File: src/rtl/down_counter_sec_if.sv
// rtl/down_counter_sec_if.sv - control/data bundle between the seconds stage and its driver
interface down_counter_sec_if;
    logic       tick;
    logic       pb_start;
    logic       pb_clr;
    logic       set_en;
    logic [3:0] set_s1;
    logic [3:0] set_s0;
    logic       min_zero;
    logic [3:0] sec_s1;
    logic [3:0] sec_s0;
    logic       de_en;
    logic       br_m0;
    logic       done;

    modport master (
        output tick, pb_start, pb_clr, set_en, set_s1, set_s0, min_zero,
        input  sec_s1, sec_s0, de_en, br_m0, done
    );

    modport slave (
        input  tick, pb_start, pb_clr, set_en, set_s1, set_s0, min_zero,
        output sec_s1, sec_s0, de_en, br_m0, done
    );
endinterface

File: src/rtl/down_counter_sec.sv
// rtl/down_counter_sec.sv - BCD seconds down counter with run/pause/done control FSM
module down_counter_sec #(
    parameter int TENS_MAX = 5,
    parameter int ONES_MAX = 9
) (
    input  logic               clk_d,
    input  logic               rst_n,
    down_counter_sec_if.slave  bus
);
    localparam logic [3:0] L_TENS = 4'(TENS_MAX);
    localparam logic [3:0] L_ONES = 4'(ONES_MAX);

    typedef enum logic [1:0] {
        S_IDLE  = 2'd0,
        S_RUN   = 2'd1,
        S_PAUSE = 2'd2,
        S_DONE  = 2'd3
    } state_t;

    state_t     r_state;
    state_t     w_state_nxt;
    logic [3:0] r_s1;
    logic [3:0] r_s0;
    logic [3:0] w_s1_nxt;
    logic [3:0] w_s0_nxt;
    logic       w_sec_zero;
    logic       w_all_zero;

    assign w_sec_zero = (r_s1 == 4'd0) && (r_s0 == 4'd0);
    assign w_all_zero = w_sec_zero && bus.min_zero;

    always_ff @(posedge clk_d) begin
        if (!rst_n) begin
            r_state <= S_IDLE;
            r_s1    <= 4'd0;
            r_s0    <= 4'd0;
        end else begin
            r_state <= w_state_nxt;
            r_s1    <= w_s1_nxt;
            r_s0    <= w_s0_nxt;
        end
    end

    always_comb begin
        w_state_nxt = r_state;
        w_s1_nxt    = r_s1;
        w_s0_nxt    = r_s0;
        if (bus.pb_clr) begin
            w_state_nxt = S_IDLE;
            w_s1_nxt    = 4'd0;
            w_s0_nxt    = 4'd0;
        end else if (bus.set_en && (r_state == S_IDLE || r_state == S_PAUSE)) begin
            // Out-of-range loads saturate so the digits always stay legal BCD
            w_s1_nxt = (bus.set_s1 > L_TENS) ? L_TENS : bus.set_s1;
            w_s0_nxt = (bus.set_s0 > L_ONES) ? L_ONES : bus.set_s0;
        end else begin
            case (r_state)
                S_IDLE, S_PAUSE: begin
                    if (bus.pb_start && !w_all_zero)
                        w_state_nxt = S_RUN;
                end
                S_RUN: begin
                    if (bus.pb_start) begin
                        w_state_nxt = S_PAUSE;
                    end else if (w_all_zero) begin
                        w_state_nxt = S_DONE;
                    end else if (bus.tick) begin
                        if (r_s0 != 4'd0) begin
                            w_s0_nxt = r_s0 - 4'd1;
                        end else if (r_s1 != 4'd0) begin
                            w_s1_nxt = r_s1 - 4'd1;
                            w_s0_nxt = L_ONES;
                        end else begin
                            w_s1_nxt = L_TENS;
                            w_s0_nxt = L_ONES;
                        end
                    end
                end
                S_DONE: begin
                    if (bus.pb_start)
                        w_state_nxt = S_IDLE;
                end
                default: w_state_nxt = S_IDLE;
            endcase
        end
    end

    assign bus.sec_s1 = r_s1;
    assign bus.sec_s0 = r_s0;
    assign bus.de_en  = (r_state == S_RUN);
    assign bus.done   = (r_state == S_DONE);
    // Combinational so the minute stage steps on the same edge as the 00->59 wrap
    assign bus.br_m0  = (r_state == S_RUN) && bus.tick && w_sec_zero && !bus.min_zero;
endmodule

File: src/flat_wrapper.sv
// flat-port wrapper written by rule: the top's interface ports become plain ports
module down_counter_sec_flat 
#(
    parameter int TENS_MAX = 5,
    parameter int ONES_MAX = 9
)
  (clk_d, rst_n, bus_tick, bus_pb_start, bus_pb_clr, bus_set_en, bus_set_s1, bus_set_s0, bus_min_zero, bus_sec_s1, bus_sec_s0, bus_de_en, bus_br_m0, bus_done);
  down_counter_sec_if bus_i ();
  input  logic clk_d;
  input  logic rst_n;
  input wire logic [$bits(bus_i.tick)-1:0] bus_tick;
  input wire logic [$bits(bus_i.pb_start)-1:0] bus_pb_start;
  input wire logic [$bits(bus_i.pb_clr)-1:0] bus_pb_clr;
  input wire logic [$bits(bus_i.set_en)-1:0] bus_set_en;
  input wire logic [$bits(bus_i.set_s1)-1:0] bus_set_s1;
  input wire logic [$bits(bus_i.set_s0)-1:0] bus_set_s0;
  input wire logic [$bits(bus_i.min_zero)-1:0] bus_min_zero;
  output wire logic [$bits(bus_i.sec_s1)-1:0] bus_sec_s1;
  output wire logic [$bits(bus_i.sec_s0)-1:0] bus_sec_s0;
  output wire logic [$bits(bus_i.de_en)-1:0] bus_de_en;
  output wire logic [$bits(bus_i.br_m0)-1:0] bus_br_m0;
  output wire logic [$bits(bus_i.done)-1:0] bus_done;
  assign bus_i.tick = bus_tick;
  assign bus_i.pb_start = bus_pb_start;
  assign bus_i.pb_clr = bus_pb_clr;
  assign bus_i.set_en = bus_set_en;
  assign bus_i.set_s1 = bus_set_s1;
  assign bus_i.set_s0 = bus_set_s0;
  assign bus_i.min_zero = bus_min_zero;
  assign bus_sec_s1 = bus_i.sec_s1;
  assign bus_sec_s0 = bus_i.sec_s0;
  assign bus_de_en = bus_i.de_en;
  assign bus_br_m0 = bus_i.br_m0;
  assign bus_done = bus_i.done;
  down_counter_sec #(.TENS_MAX(TENS_MAX), .ONES_MAX(ONES_MAX)) u_core (.clk_d(clk_d), .rst_n(rst_n), .bus(bus_i));
endmodule
File: config.mk
export PLATFORM = sky130hd
export DESIGN_NAME = down_counter_sec_flat
export DESIGN_NICKNAME = d
export VERILOG_FILES = /design/src/rtl/down_counter_sec_if.sv /design/src/rtl/down_counter_sec.sv /design/src/flat_wrapper.sv
export SDC_FILE = /design/constraint.sdc
export NUM_CORES = 1
export LEC_CHECK = 0
export ABC_CLOCK_PERIOD_IN_PS = 3100
export BUFFER_PORTS_ARGS = -buffer_cell sky130_fd_sc_hd__buf_2
export CORE_MARGIN = 5
export CORE_UTILIZATION = 49
export CTS_CLUSTER_SIZE = 28
export DETAILED_ROUTE_END_ITERATION = 8
export PLACE_DENSITY = 0.81
export RECOVER_POWER = 50
export SYNTH_ARGS = -nofsm -noshare
export SYNTH_HDL_FRONTEND = slang
export SYNTH_SLANG_ARGS = --single-unit
File: constraint.sdc
create_clock -name clk_d -period 3.1 [get_ports clk_d]
set_clock_uncertainty 0.2 [all_clocks]
set_input_delay 0.31 -clock clk_d [delete_from_list [all_inputs] [get_ports clk_d]]
set_output_delay 0.31 -clock clk_d [all_outputs]
set_load 0.05 [all_outputs]
Yosys cells after proc, flatten, opt, wreduce, memory -nomap -nowiden
Index checks and enable logic that the tools add are counted.

Flip-flop bits (word level): 10. Word-level logic and storage cells: 60.

Order comparisons: 2. Equal/unequal tests: 9. Muxes and demuxes: 20. Reduce and logical (&&, ||, !) cells: 22. Add/subtract/negate cells: 2. Bitwise gates (word level): 2.

Operator list (number): 2-to-1 mux 4 bit (15); logical NOT 4 bit (2); 2-to-1 mux 2 bit (4); AND reduction 4 bit (2); nonzero test 4 bit (2); subtractor 4 x 1 -> 4 bit (second input constant) (2); logical AND 1 bit (7); != test 2 x 1 -> 1 bit (second input constant) (3); one-hot mux 2 bit (3 select lines) (1); AND reduction 5 bit (1); == test 2 bit (second input constant) (2); greater-than comparator 4 x 3 -> 1 bit (second input constant) (1); greater-than comparator 4 bit (second input constant) (1); != test 2 bit (second input constant) (2); nonzero test 2 bit (2); OR reduction 2 bit (2); != test 3 x 2 -> 1 bit (second input constant) (1); == test 2 x 1 -> 1 bit (second input constant) (1); logical NOT 1 bit (2); logical NOT 2 bit (1); NOT 1 bit (2); logical OR 1 bit (1).

Longest topological paths before layout
Word-level depth: 8. Depth in mapped cells: 5. Gate-level depth less buffers: 4.

Least setup slack after synthesis
Ideal clock, no wire load.

Path type: reg2out. Start point: reg u_core.r_state[0]. End point: out bus_br_m0. Data arrival time: 2.402 ns. Path buffers: 0. Data required time: 2.590 ns. Cell stages (with the launch flop): 4. Setup slack: 0.188 ns. Cell sequence: dfxtp_1 > nor2b_1 > nand2_1 > nor3_1.

Longest elaborated chain between the ends: 4.

RTL lines: from (decl) (line down_counter_sec.sv:20) `state_t r_state;`; from (signal assigned) (line down_counter_sec.sv:38) `r_state <= w_state_nxt;`; == test 2 x 1 -> 1 bit; net bus_de_en (line flat_wrapper.sv:20) `output wire logic [$bits(bus_i.de_en)-1:0] bus_de_en;`; logical AND 1 bit (3 in a row) (line down_counter_sec.sv:93) `assign bus.br_m0 = (r_state == S_RUN) && bus.tick && w_sec_zero && !bus.min_zero;`; to (decl) (line flat_wrapper.sv:21) `output wire logic [$bits(bus_i.br_m0)-1:0] bus_br_m0;`.

The timed path passes the listed nets, and every way through them passes these cells.

Final worst setup path
Start point: reg u_core.r_s1[2] (netlist: u_core.bus.sec_s1[2]). End point: out bus_br_m0.

Longest elaborated chain between the ends: 4.

RTL lines: from (decl) (line down_counter_sec.sv:22) `logic [3:0] r_s1;`; from (signal assigned) (line down_counter_sec.sv:39) `r_s1 <= w_s1_nxt;`; logical NOT 4 bit (line down_counter_sec.sv:29) `assign w_sec_zero = (r_s1 == 4'd0) && (r_s0 == 4'd0);`; logical AND 1 bit (line down_counter_sec.sv:29); logical AND 1 bit (2 in a row) (line down_counter_sec.sv:93).

No other way between the ends.

==> results.tsv <==
metric	value	unit
status	finished, final reports clean	
die_y	46.7	um
critPathKind	reg -> out	
nNetsFinal	121	
post-place-ws	1160	ps
globalplace.congestion	0.783	
tightest_slew	602	ps
grt_max_degree	10	
crit_family	simple AND/OR/NAND/NOR gates	
cp.arrival	1720	ps
wl_met2	644	um
ys.warnings.count	0	
first_global_vias	580	
synth_top_cell_area_share	30.4	%
setup_viol	0	
critical_path.max_stage_delay	520	ps
grtUsageTotal	15.5	%
synth_nets	93	
worst_skew_pair.late_latency	270	ps
detail_route.first_pass.iterations	4	
drtIter0Drc	13	
dp.cells	116	
routed.top_layer	met4	
dr_wl_met3	103	um
die-area	2180	um2
min_path_cells	3	
hp-class	in -> reg	
ir_drop	0.206	mV
setup_ws	867	ps
tns	0	ps
crit_chain	nor4_2, nand2_1, nor3_1, buf_2	
r2r_setup_slack	1260	ps
cp-start-kind	flip-flop	
synthMostInstantiatedCell	nand2_1	
post_cts_resized	0	
regArea	200	um2
synth_area_leaders	dfxtp_1 30%, nand2_1 6.3%, nor2_1 5.1%	
synth-edff-count	0	
drtAntennaViolNets	0	
die_w	46.7	um
ios	26	
fin_crit	2230	ps
core_area	1280	um2
cts_made_buffers	3	
ys_types	34	
cts_tree	yes	
ctsHoldBuffers	0	
cp_max_fo	5	
wl	1.49	mm
netlist_top_cells_count	11 x nand2_1, 10 x dfxtp_1, 9 x nor2_1	
multi_input_area	413	um2
cp.required	2590	ps
cp_num_cells	4	
cts_root_buffer	clkbuf_4	
dp_hpwl	1.17	mm
slew_headroom	60.0	%
finalNonFillerCells	119	
rsz0062_at_grt	no	
ys.flop_type	dfxtp_1	
power_density	375	nW/um2
ys_ff_latch	10	
ys_seq_area_share	30.4	%
grt_overflow	0	
avgSynthCellArea	8.44	um2
clockBufferDepth	2	
hold_viol	0	
grt_pass1_wl	2.46	mm
ctsHtreeMaxLevel	1	
drc	0	
row_count	13	
drive_above_1_share	26.9	%
route.vias.total	672	
drv_cap	0	
syn-instance-count	78	
slowest_stage	nor4_2	
num-fill-cells	121	
initial_core_util	51.2	%
min_period_over_period	72.0	%
antenna_found_initial	0	
drv_slew	0	
port_buffers	25	
fmax	448	MHz
clk_pin_slew	70	ps
path_buf_inv	1	
clock_sinks	10	
antennaDiodeCount	0	
wl_per_cell	12.5	um
cp-end-kind	output pin	
yosys.area.top_type	dfxtp_1	
vias_per_cell	5.65	
synth_area	658	um2
total_leakage_power	0.296	nW
rr_worst_depth	4	
cts_setup_buffers	0	
area_delta_synth_final	19.2	%
m1WireLength	724	um
holdWs	68.1	ps
final_core_util	61.1	%
synth_async_sr_flop_share	0	%
==> routing by layer <==
layer | track usage (%) | vias up
met5 | 0 | -
met2 | 22.5 | 21
li1 | - | 338
met1 | 22.5 | 310
met3 | 4.69 | 3
met4 | 3.31 | 0
==> kinds of logic after synthesis <==
kind of cell,count (synthesis),share of synthesized area [%]
multiplexers,1,1.71
XOR/XNOR,2,2.66
AO/OA/AOI/OAI,19,23.6
buffers and inverters,6,6.84
AND/OR/NAND/NOR,40,34.8
flip-flops,10,30.4
==> final timing paths <==
path	from	to
min reg2reg	u_core.bus.sec_s1[3]$_SDFFE_PP0P_	u_core.bus.sec_s1[3]$_SDFFE_PP0P_
max	u_core.bus.sec_s1[2]$_SDFFE_PP0P_	bus_br_m0
max reg2reg	u_core.r_state[0]$_SDFFE_PP0P_	u_core.bus.sec_s0[3]$_SDFFE_PP0P_
min	bus_set_s0[3]	u_core.bus.sec_s0[3]$_SDFFE_PP0P_
==> final cells by class <==
class,instances,share of cell area [%]
Multi-Input combinational cell,62,52.6
Tap cell,15,2.39
Timing Repair Buffer,25,14.7
Inverter,4,1.91
Clock buffer,3,2.87
Sequential cell,10,25.5
==> worst register-to-register path: cells and delay by family, from the launching register on <==
| kind | cells | cell delay [ps] |
|---|---|---|
| flops | 1 | 480 |
| compound gates | 1 | 210 |
| simple gates | 3 | 900 |
==> stage by stage <==
step	power, W	instance area (um2)
6_report	0.000294	785
5_1_grt	0.000305	785
4_1_cts	0.000293	795
3_5_place_dp	0.000206	772
3_3_place_gp	0.000205	772
2_1_floorplan	0.000188	658
==> sequential cells by signal (all words and copies together) (netlist names) <==
| signal | count |
|---|---|
| u_core.bus.sec_s1 | 4 |
| u_core.bus.sec_s0 | 4 |
| u_core.r_state | 2 |
==> power breakdown <==
group	total (W)	internal, W	switching (W)
combinational	0.0000641	0.0000231	0.0000411
clock	0.0000921	0.0000450	0.0000472
sequential	0.000138	0.000132	0.00000590
total	0.000294	0.000200	0.0000941
==> layout by cell type, fill, tap and decap left out, types with 2 or more instances in the layout <==
cell / Yosys / final
nor2b_1: 2 / 2
clkbuf_4: 0 / 3
a211oi_1: 3 / 3
xnor2_1: 2 / 2
nor4_1: 2 / 2
a21oi_1: 4 / 4
nand2b_1: 2 / 2
inv_1: 4 / 4
nand3_1: 4 / 4
clkbuf_1: 0 / 8
nand2_1: 11 / 11
dfxtp_1: 10 / 10
o21ai_0: 2 / 2
nor2_1: 9 / 9
nor3_1: 2 / 2
buf_2: 1 / 17
Power figures use the tool's default switching activity.
